[src/rtl/fp_compare_pipe.sv]
// Two-stage pipelined comparator for the exception-tagged FP format.
// Produces A <mode> B, an unordered flag, and min/max of the operand pair.
module fp_compare_pipe #(
  parameter int WE = 5,
  parameter int WF = 8
) (
  input  logic               clk,
  input  logic               rst,
  input  logic               in_valid,
  output logic               in_ready,
  input  logic [WE+WF+2:0]   inA,
  input  logic [WE+WF+2:0]   inB,
  input  logic [2:0]         mode,
  output logic               out_valid,
  input  logic               out_ready,
  output logic               result,
  output logic               unordered,
  output logic [WE+WF+2:0]   min_out,
  output logic [WE+WF+2:0]   max_out
);

  localparam int W  = WE + WF + 3;
  localparam int MW = WE + WF;

  localparam logic [2:0] MODE_LT = 3'd0;
  localparam logic [2:0] MODE_LE = 3'd1;
  localparam logic [2:0] MODE_EQ = 3'd2;
  localparam logic [2:0] MODE_GE = 3'd3;
  localparam logic [2:0] MODE_GT = 3'd4;
  localparam logic [2:0] MODE_NE = 3'd5;

  localparam logic [W-1:0] CANON_NAN = {2'b11, {(W-2){1'b0}}};

  logic adv;
  assign adv      = out_ready | ~out_valid;
  assign in_ready = adv;

  // Rank: -inf=0, neg normal=1, zero=2, pos normal=3, +inf=4 (NaN handled separately)
  logic [W-1:0] opnd_w [2];
  logic [2:0]   rank_w [2];
  logic [1:0]   nan_w;

  assign opnd_w[0] = inA;
  assign opnd_w[1] = inB;

  generate
    for (genvar gi = 0; gi < 2; gi++) begin : g_class
      logic [1:0] exc;
      logic       sgn;
      assign exc        = opnd_w[gi][W-1:W-2];
      assign sgn        = opnd_w[gi][W-3];
      assign nan_w[gi]  = (exc == 2'b11);
      assign rank_w[gi] = (exc == 2'b01) ? (sgn ? 3'd1 : 3'd3) :
                          (exc == 2'b10) ? (sgn ? 3'd0 : 3'd4) : 3'd2;
    end
  endgenerate

  logic [MW-1:0] mag_a;
  logic [MW-1:0] mag_b;
  logic          mag_lt;
  logic          mag_eq;
  logic          same_rank;
  logic          lt_next;
  logic          eq_next;

  assign mag_a = inA[MW-1:0];
  assign mag_b = inB[MW-1:0];

  always_comb begin
    mag_lt    = (mag_a < mag_b);
    mag_eq    = (mag_a == mag_b);
    same_rank = (rank_w[0] == rank_w[1]);
    lt_next   = 1'b0;
    if (!same_rank)
      lt_next = (rank_w[0] < rank_w[1]);
    else if (rank_w[0] == 3'd1)
      lt_next = !mag_lt && !mag_eq;
    else if (rank_w[0] == 3'd3)
      lt_next = mag_lt;
    eq_next = same_rank && (mag_eq || (rank_w[0] != 3'd1 && rank_w[0] != 3'd3));
  end

  // Stage 1: classification and magnitude compare
  logic         s1_valid_reg;
  logic [W-1:0] a_reg;
  logic [W-1:0] b_reg;
  logic [2:0]   mode_reg;
  logic         nan_reg;
  logic         lt_reg;
  logic         eq_reg;

  always_ff @(posedge clk or negedge rst) begin
    if (!rst) begin
      s1_valid_reg <= 1'b0;
      a_reg        <= '0;
      b_reg        <= '0;
      mode_reg     <= '0;
      nan_reg      <= 1'b0;
      lt_reg       <= 1'b0;
      eq_reg       <= 1'b0;
    end else if (adv) begin
      s1_valid_reg <= in_valid & in_ready;
      if (in_valid) begin
        a_reg    <= inA;
        b_reg    <= inB;
        mode_reg <= mode;
        nan_reg  <= |nan_w;
        lt_reg   <= lt_next;
        eq_reg   <= eq_next;
      end
    end
  end

  logic         res_next;
  logic [W-1:0] min_next;
  logic [W-1:0] max_next;
  logic         zero_pair;

  always_comb begin
    res_next = 1'b0;
    case (mode_reg)
      MODE_LT: res_next = lt_reg;
      MODE_LE: res_next = lt_reg | eq_reg;
      MODE_EQ: res_next = eq_reg;
      MODE_GE: res_next = ~lt_reg;
      MODE_GT: res_next = ~lt_reg & ~eq_reg;
      MODE_NE: res_next = ~eq_reg;
      default: res_next = 1'b0;
    endcase
    if (nan_reg)
      res_next = (mode_reg == MODE_NE);

    zero_pair = (a_reg[W-1:W-2] == 2'b00) && (b_reg[W-1:W-2] == 2'b00) &&
                (a_reg[W-3] != b_reg[W-3]);
    min_next = a_reg;
    max_next = a_reg;
    if (nan_reg) begin
      min_next = CANON_NAN;
      max_next = CANON_NAN;
    end else if (lt_reg) begin
      max_next = b_reg;
    end else if (!eq_reg) begin
      min_next = b_reg;
    end else if (zero_pair) begin
      // Opposite-signed zeros: negative one is the minimum
      min_next = a_reg[W-3] ? a_reg : b_reg;
      max_next = a_reg[W-3] ? b_reg : a_reg;
    end
  end

  // Stage 2: mode-applied result and min/max
  logic         out_valid_reg;
  logic         result_reg;
  logic         unordered_reg;
  logic [W-1:0] min_reg;
  logic [W-1:0] max_reg;

  always_ff @(posedge clk or negedge rst) begin
    if (!rst) begin
      out_valid_reg <= 1'b0;
      result_reg    <= 1'b0;
      unordered_reg <= 1'b0;
      min_reg       <= '0;
      max_reg       <= '0;
    end else if (adv) begin
      out_valid_reg <= s1_valid_reg;
      if (s1_valid_reg) begin
        result_reg    <= res_next;
        unordered_reg <= nan_reg;
        min_reg       <= min_next;
        max_reg       <= max_next;
      end
    end
  end

  assign out_valid = out_valid_reg;
  assign result    = result_reg;
  assign unordered = unordered_reg;
  assign min_out   = min_reg;
  assign max_out   = max_reg;

endmodule

[config.mk]
export PLATFORM = sky130hd
export DESIGN_NAME = fp_compare_pipe
export DESIGN_NICKNAME = d
export VERILOG_FILES = /design/src/rtl/fp_compare_pipe.sv
export SDC_FILE = /design/constraint.sdc
export NUM_CORES = 1
export LEC_CHECK = 0
export CORE_UTILIZATION = 40
export DETAILED_ROUTE_END_ITERATION = 7
export GPL_ROUTABILITY_DRIVEN = 0
export HOLD_SLACK_MARGIN = 0.12
export MAX_ROUTING_LAYER = met4
export PLACE_DENSITY = 0.61
export SKIP_CTS_REPAIR_TIMING = 1
export SLEW_MARGIN = 10
export SYNTH_ARGS = -nofsm -noshare
export SYNTH_HDL_FRONTEND = slang
export SYNTH_SLANG_ARGS = --single-unit
[constraint.sdc]
create_clock -name clk -period 2.3 [get_ports clk]
set_input_delay 0.46 -clock clk [delete_from_list [all_inputs] [get_ports clk]]
set_output_delay 0.46 -clock clk [all_outputs]
set_load 0.01 [all_outputs]
Word level (Yosys, flattened, before mapping):

Cells that the tools add are included.
W data, S select, Z words.

* eq/ne operators: 18
* multiplexer cells: 23
* div/mod/pow operators: 0
* add/sub/neg operators: 0
* reductions and logical operators: 14
* magnitude comparators: 2
* shift-type cells: 0
* bitwise operators: 7
* multiply operators: 0

Operator list (number)
* $mux W16: 10
* $mux W3: 6
* $eq A13 B13 Y1: 1
* $lt A13 B13 Y1: 1
* $eq A3 B2 Y1 const B: 3
* $eq A2 B2 Y1 const B: 4
* $eq A3 B1 Y1 const B: 2
* $eq A3 B3 Y1 const B: 2
* $pmux W1 S6: 1
* $logic_and A1 B1 Y1: 5
* $eq A2 B1 Y1 const B: 2
* $logic_not A2 Y1: 2
* $mux W1: 4
* $mux W2: 2
* $reduce_and A2 Y1: 2
* $eq A3 B3 Y1: 1
* $logic_not A3 Y1: 1
* $lt A3 B3 Y1: 1
* $ne A3 B1 Y1 const B: 1
* $ne A3 B2 Y1 const B: 1
* $not A1 Y1: 3
* $and A1 B1 Y1: 2
* $logic_not A1 Y1: 2
* $or A1 B1 Y1: 2
* other kinds (3): 3

* bits of input ports: 39
* bits in writable memories: 0
* output and inout port bits: 36
* flip-flop bits (word level): 74
* bits in latches: 0
* memory bits (read-only): 0
* memories kept: 0

Longest topological paths before layout:

Gate-level depths: netlist of the first run.

* depth after elaboration: 7
* gate-level depth with buffers: 9
* depth with buffers taken out: 9

Least setup slack after synthesis of the first run:

No wires, ideal clock.

* path type: input-to-reg
* start point: input port inB[15]
* end point: register lt_reg
* stages: 8
* path buffers: 0
* data required time: 2.164 ns
* slack: 0.309 ns
* arrival time: 1.856 ns
* cells stage by stage: inv_1 -> or3_1 -> ha_1 -> nand3_1 -> nor3_1 -> or4_1 -> nor4_1 -> a221oi_1

* word-level cells in the longest chain between the ends: 5
* elaborated cells on any way between the ends: 7
* classes of those cells: 1 x order compare; 3 x eq/ne; 3 x mux

RTL lines
* from (decl): RTL line 12 `input logic [WE+WF+2:0] inB,`
* $eq A2 B2 Y1: RTL line 54 `(exc == 2'b10) ? (sgn ? 3'd0 : 3'd4) : 3'd2;`
* $mux W3: RTL line 54
* $mux W3 (*): RTL line 53 `assign rank_w[gi] = (exc == 2'b01) ? (sgn ? 3'd1 : 3'd3) :`
* $lt A3 B3 Y1 or $eq A3 B3 Y1 (tied branches): RTL line 75, 72
* $mux W1 (*): RTL line 74 `if (!same_rank)`
* to (signal assigned): RTL line 108 `lt_reg <= lt_next;`
* to (decl): RTL line 89 `logic lt_reg;`

Mark *: on every way between the ends. The rest lies on a longest branch, timed or not.
A chain may end at the register's enable or synchronous reset.

Worst setup path after layout of the first run:

* start point: input port inA[15]
* end point: register lt_reg

* word-level cells in the longest chain between the ends: 7
* elaborated cells on any way between the ends: 11
* classes of those cells: 1 x order compare; 5 x eq/ne; 5 x mux

RTL lines
* from (decl): RTL line 11 `input logic [WE+WF+2:0] inA,`
* $eq A2 B2 Y1: RTL line 54
* $mux W3: RTL line 54
* $mux W3 (*): RTL line 53
* $eq A3 B2 Y1: RTL line 78 `else if (rank_w[0] == 3'd3)`
* $mux W1: RTL line 78
* $mux W1: RTL line 76 `else if (rank_w[0] == 3'd1)`
* $mux W1 (*): RTL line 74

Marked as above.

==> results of run 1 <==
==> through the flow <==
step,utilization,area [sq um]
floorplan,-,3680
global placement,0.525,4630
detailed placement,0.525,4630
CTS,0.549,4830
global route,0.559,4920
finish,0.559,4920
==> cells by family (layout without fill, tap and decap cells) <==
family,after synthesis,in the layout
DFF,74,74
and+or+nand+nor,92,92
muxes,48,48
buffers and inverters,38,132
adders and majority gates,18,18
AOI/OAI and AO/OA,81,81
==> how the worst min path moves through the flow <==
stage	depth (start not counted)	slack [ns]	from	endpoint
after CTS	1	0.06	rst	max_out[4]
after global placement	1	0.45	rst	max_out[5]
final	2	0.47	inB[14]	b_reg[14]
after floorplan	0	0.16	rst	a_reg[0]
after detailed placement	1	0.45	rst	max_out[4]
after global routing	2	0.48	inB[14]	b_reg[14]
==> cells in the final DEF, fill, tap and decap left out, types with 3 or more instances in the layout <==
| cell type | count |
|---|---|
| nand2_1 | 56 |
| mux2_2 | 22 |
| a21o_1 | 4 |
| nor2b_2 | 3 |
| ha_1 | 17 |
| nand3_1 | 5 |
| o21ai_1 | 21 |
| a31oi_1 | 3 |
| mux2i_1 | 26 |
| nor2_1 | 7 |
| clkbuf_8 | 9 |
| o21ai_0 | 29 |
| clkdlybuf4s50_1 | 71 |
| a221oi_1 | 4 |
| a21oi_1 | 7 |
| buf_4 | 22 |
| dfrtp_1 | 74 |
| inv_1 | 19 |
==> area by class of cell <==
| type | count | area, sq um |
|---|---|---|
| clock inverters | 5 | 80.1 |
| multi-input cells | 239 | 1710 |
| well taps | 108 | 135 |
| clock buffers | 10 | 128 |
| repair buffers | 98 | 942 |
| inverters | 19 | 71.3 |
| flip-flops and latches | 74 | 1850 |
| fillers | 780 | 3880 |
==> power by group through the flow <==
stage | registers, uW | clock network (uW) | logic [uW]
2_1_floorplan | 1950 | 0 | 726
3_3_place_gp | 1910 | 0 | 1480
3_5_place_dp | 1930 | 0 | 1500
4_1_cts | 1900 | 1110 | 1500
5_1_grt | 1950 | 1180 | 1650
6_report | 1900 | 1100 | 1500
==> routing by layer <==
layer | wire length [um] | part of all wire
met5 | 0 | 0
met4 | 126 | 0.015
met2 | 3820 | 0.46
met1 | 4120 | 0.49
met3 | 282 | 0.034
==> results.yml, run 1 <==
synth:
  synth_cells: 351
  syn_area_sq_mm: 0.00368
  syn_area_per_cell_sq_um: 10.5
  ys_top_cells_by_count: "dfrtp_1 (74), nand2_1 (57), o21ai_0 (30), mux2i_1 (26), mux2_2 (22)"
  yosys.area_share.simple: 0.115
  synth-seq-area-share: 0.503
  yosys.cell_count.top_type: "dfrtp_1"
  synthMuxAreaShare: 0.138
  synth_edf_count: 0
  synth_seq_cells: 74
  synth_compound_area_frac: 0.132
  async_flop_share: 1.00
  synth_adder_area_share: 0.0612
  synth_cell_types: 41
  yosys.area.top_type: "dfrtp_1"
  synth_xor_area_frac: 0
  syn_nets: 408
  synth_area_leaders: "dfrtp_1 (50%), mux2i_1 (7.1%), mux2_2 (6.7%)"
  netlist.area_leader.share: 0.503
  synth_top_family_by_area: "multiplexers"
  ys.flop_type: "dfrtp_1"
  yosysWarnings: 0
sta:
  relSlewSlack: 0.576
  setup_tns_ns: 0
  post-route-period-util: 0.976
  fmax_ghz: 0.446
  finalHoldWorstSlack_ns: 0.466
  final-setup-viol-count: 0
  slew_violations: 0
  tightestPinTransition_ns: 0.632
  setup_slack_ns: 0.0555
  period_minus_slack_ns: 2.24
  fin_skew_ns: 0.0137
  hold_viol: 0
worst_setup_path:
  crit_path_top_delay_cell: "or4_4"
  timing.critical_path.from: "inA[15]"
  critPathBufInv: 1
  critPathRequiredTime_ns: 2.54
  r2r_start: "b_reg[15]"
  path_cells: "clkdlybuf4s50_1 > nor2b_2 > a21oi_1 > ha_1 > a211oi_2 > or4_4 > nor4_4 > a221oi_2"
  r2r_slack_ns: 0.36
  path_class: "in2reg"
  cp-end-kind: "register"
  r2r_cells: 6
  start_kind: "primary input"
  critPathMaxStageDelay_ns: 0.55
  critical_path.endpoint: "lt_reg"
  r2r_end: "min_out[0]"
  crit_arrival_ns: 2.48
  path_max_fanout: 3
  cp_num_cells: 8
  crit_family: "simple AND/OR/NAND/NOR gates"
routing:
  vias_per_cell: 5.10
  vias: 2822
  ant_nets: 0
  finalWirelength_um: 8350
  first_pass_iters: 8
  drtIter0Drc: 95
  drcViolationCount: 5
  routedWlPerCell_um: 15.1
die:
  core-area_sq_mm: 0.00881
  die_w_um: 97.9
  die_area_sq_mm: 0.00959
  io_pins: 75
  num_rows: 34
  die_h_um: 97.9
  floorplan.initialDensity: 0.418
grt:
  grt_pass1_vias: 2789
  grt_pass1_wl_um: 13800
  grt_use_met3: 0.0286
  grtUsageTotal: 0.190
  antenna_found_initial: 0
  grt_max_degree: 43
  met2_usage: 0.275
  grt_busiest_layer: "met2"
  grt_use_met1: 0.264
  grt_overflow: 0
run_status:
  violations: "design-rule violations"
  status: "complete, but fails checks"
power_and_ir_drop:
  power.internal_uw: 3080
  seqPwrFrac: 0.422
  power_density_mw_per_mm2: 914
  power_uw: 4500
  combPwrFrac: 0.334
  switching_share: 0.316
  power_frac_clock: 0.244
  ir_drop_mv: 0.333
  switchingPower_uw: 1420
  p_leak_uw: 0.00225
clock_tree:
  htree_levels: 3
  worst_skew_pair.late_latency_ns: 0.36
  cts_buffer_depth: 2
  numCtsBuffers: 9
  clkSinkCount: 74
  path_clk_slew_ns: 0.08
  clockRootBuffer: "clkbuf_8"
  cts_tree: "built"
placement:
  dpl.hpwl_um: 6000
  portBuffers: 74
  dp_slack_ns: -0.348
  dp_cells: 537
run:
  cap_viol_max_count: 0
finish:
  layoutNonFillerInstCount: 553
  final_nets: 498
  drive_gt1_frac: 0.173
  n_antenna_cell: 0
  syn2layout_area_growth_pct: 33.7
min_path:
  hold_path_class: "in2reg"
No activity file was read; power rests on OpenSTA's default activity.
==> run 2, diff against run 1 <==
==> constraint.sdc (replaced) <==
create_clock -name clk -period 2.9 [get_ports clk]
set_input_delay 0.58 -clock clk [delete_from_list [all_inputs] [get_ports clk]]
set_output_delay 0.58 -clock clk [all_outputs]
set_load 0.01 [all_outputs]
==> results.yml, run 2 (synthesis gave the netlist of run 1 again) <==
run_status:
  status: "complete, but fails checks"
  violations: "design-rule violations"
run:
  cap_viol_max_count: 0
worst_setup_path:
  r2r_start: "a_reg[13]"
  r2r_cells: 7
  path_max_fanout: 3
  path_class: "in2reg"
  start_kind: "primary input"
  r2r_slack_ns: 0.63
  critical_path.endpoint: "lt_reg"
  timing.critical_path.from: "inB[15]"
  cp-end-kind: "register"
  r2r_end: "max_out[10]"
  crit_arrival_ns: 2.65
  critPathRequiredTime_ns: 3.12
die:
  io_pins: 75
  die_w_um: 97.9
  die_h_um: 97.9
  num_rows: 34
  floorplan.initialDensity: 0.418
  core-area_sq_mm: 0.00881
  die_area_sq_mm: 0.00959
finish:
  final_nets: 478
  syn2layout_area_growth_pct: 28.3
  fin_util: 0.536
  final_common_cell: "dfrtp_1"
  n_antenna_cell: 0
  final_cell_mix: "dfrtp_1 (74), clkdlybuf4s50_1 (73), nand2_1 (56)"
  drive_gt1_frac: 0.115
clock_tree:
  path_clk_slew_ns: 0.08
  cts_buffer_depth: 2
  numCtsBuffers: 9
  htree_levels: 3
  worst_skew_pair.late_latency_ns: 0.35
  clkSinkCount: 74
  clockRootBuffer: "clkbuf_8"
  cts_tree: "built"
min_path:
  hold_path_class: "in2async"
routing:
  drtIter0Drc: 72
  vias_per_cell: 5.21
  vias: 2781
  finalWirelength_um: 8100
  first_pass_iters: 6
  ant_nets: 0
  drcViolationCount: 5
  routedWlPerCell_um: 15.2
sta:
  period_minus_slack_ns: 2.43
  rsz0062_at_grt: "false"
  fin_skew_ns: 0.00982
  fmax_ghz: 0.412
  relSlewSlack: 0.382
  setup_tns_ns: 0
  post-route-period-util: 0.836
  hold_viol: 0
  tightestPinTransition_ns: 0.927
  finalHoldWorstSlack_ns: 0.359
  final-setup-viol-count: 0
  slew_violations: 0
grt:
  grt_pass1_wl_um: 13700
  grt_pass1_vias: 2736
  grtUsageTotal: 0.189
  antenna_found_initial: 0
  grt_max_degree: 75
  grt_overflow: 0
placement:
  dpl.hpwl_um: 5790
  portBuffers: 74
power_and_ir_drop:
  ir_drop_mv: 0.288
  p_leak_uw: 0.00215
  power_density_mw_per_mm2: 773
  power_uw: 3650
[run 2: cell count changes in the layout (fill, tap and decap cells not counted), moves of 2 or more]
cell,before,now
nor2b_1,1,4
dlymetal6s2s_1,2,0
clkdlybuf4s50_1,71,73
clkbuf_8,9,11
nor4_1,0,2
clkinvlp_4,2,0
buf_4,22,5
nor2b_2,3,0
[run 2: worst min-delay path by stage]
stage,slack (ns),cells past startpoint,endpoint,from
after global routing,0.43,1,b_reg[5],rst
after detailed placement,0.46,2,out_valid,s1_valid_reg
after floorplan,0.28,0,a_reg[0],rst
after CTS,0.41,1,b_reg[5],rst
after global placement,0.46,2,out_valid,s1_valid_reg
final,0.36,1,max_out[4],rst
[run 2: cell type report]
type	count	area, sq um
Sequential cell	74	1850
Timing Repair Buffer	78	768
Inverter	19	71.3
Clock buffer	11	151
Clock inverter	5	100
Multi-Input combinational cell	239	1640
Fill cell	826	4080
Tap cell	108	135
[run 2: report_power, final]
group / internal [uW] / switching [uW] / total [uW]
clock: 616 / 386 / 1000
sequential: 1300 / 205 / 1500
combinational: 626 / 520 / 1150
total: 2540 / 1110 / 3650
[run 2: routing by layer]
layer / share of wire / global-route usage
met4: 0.023 / 0.0851
met1: 0.47 / 0.249
met3: 0.032 / 0.0272
met5: 0 / -
met2: 0.47 / 0.289
[run 2: metrics by stage]
step	instances	setup WS (ns)	area (sq um)
final	534	0.474	4720
after global routing	534	0.341	4720
after CTS	534	0.494	4720
after detailed placement	518	0.119	4470
after global placement	518	0.188	4470
after floorplan	351	0.789	3680
[run 2: worst max-delay path, stage by stage]
cell	delay, ns
clkdlybuf4s50_1	0.50
inv_1	0.07
or3_1	0.35
ha_1	0.32
nand3_1	0.11
nor3_1	0.05
or4_1	0.39
nor4_1	0.19
a221oi_1	0.08
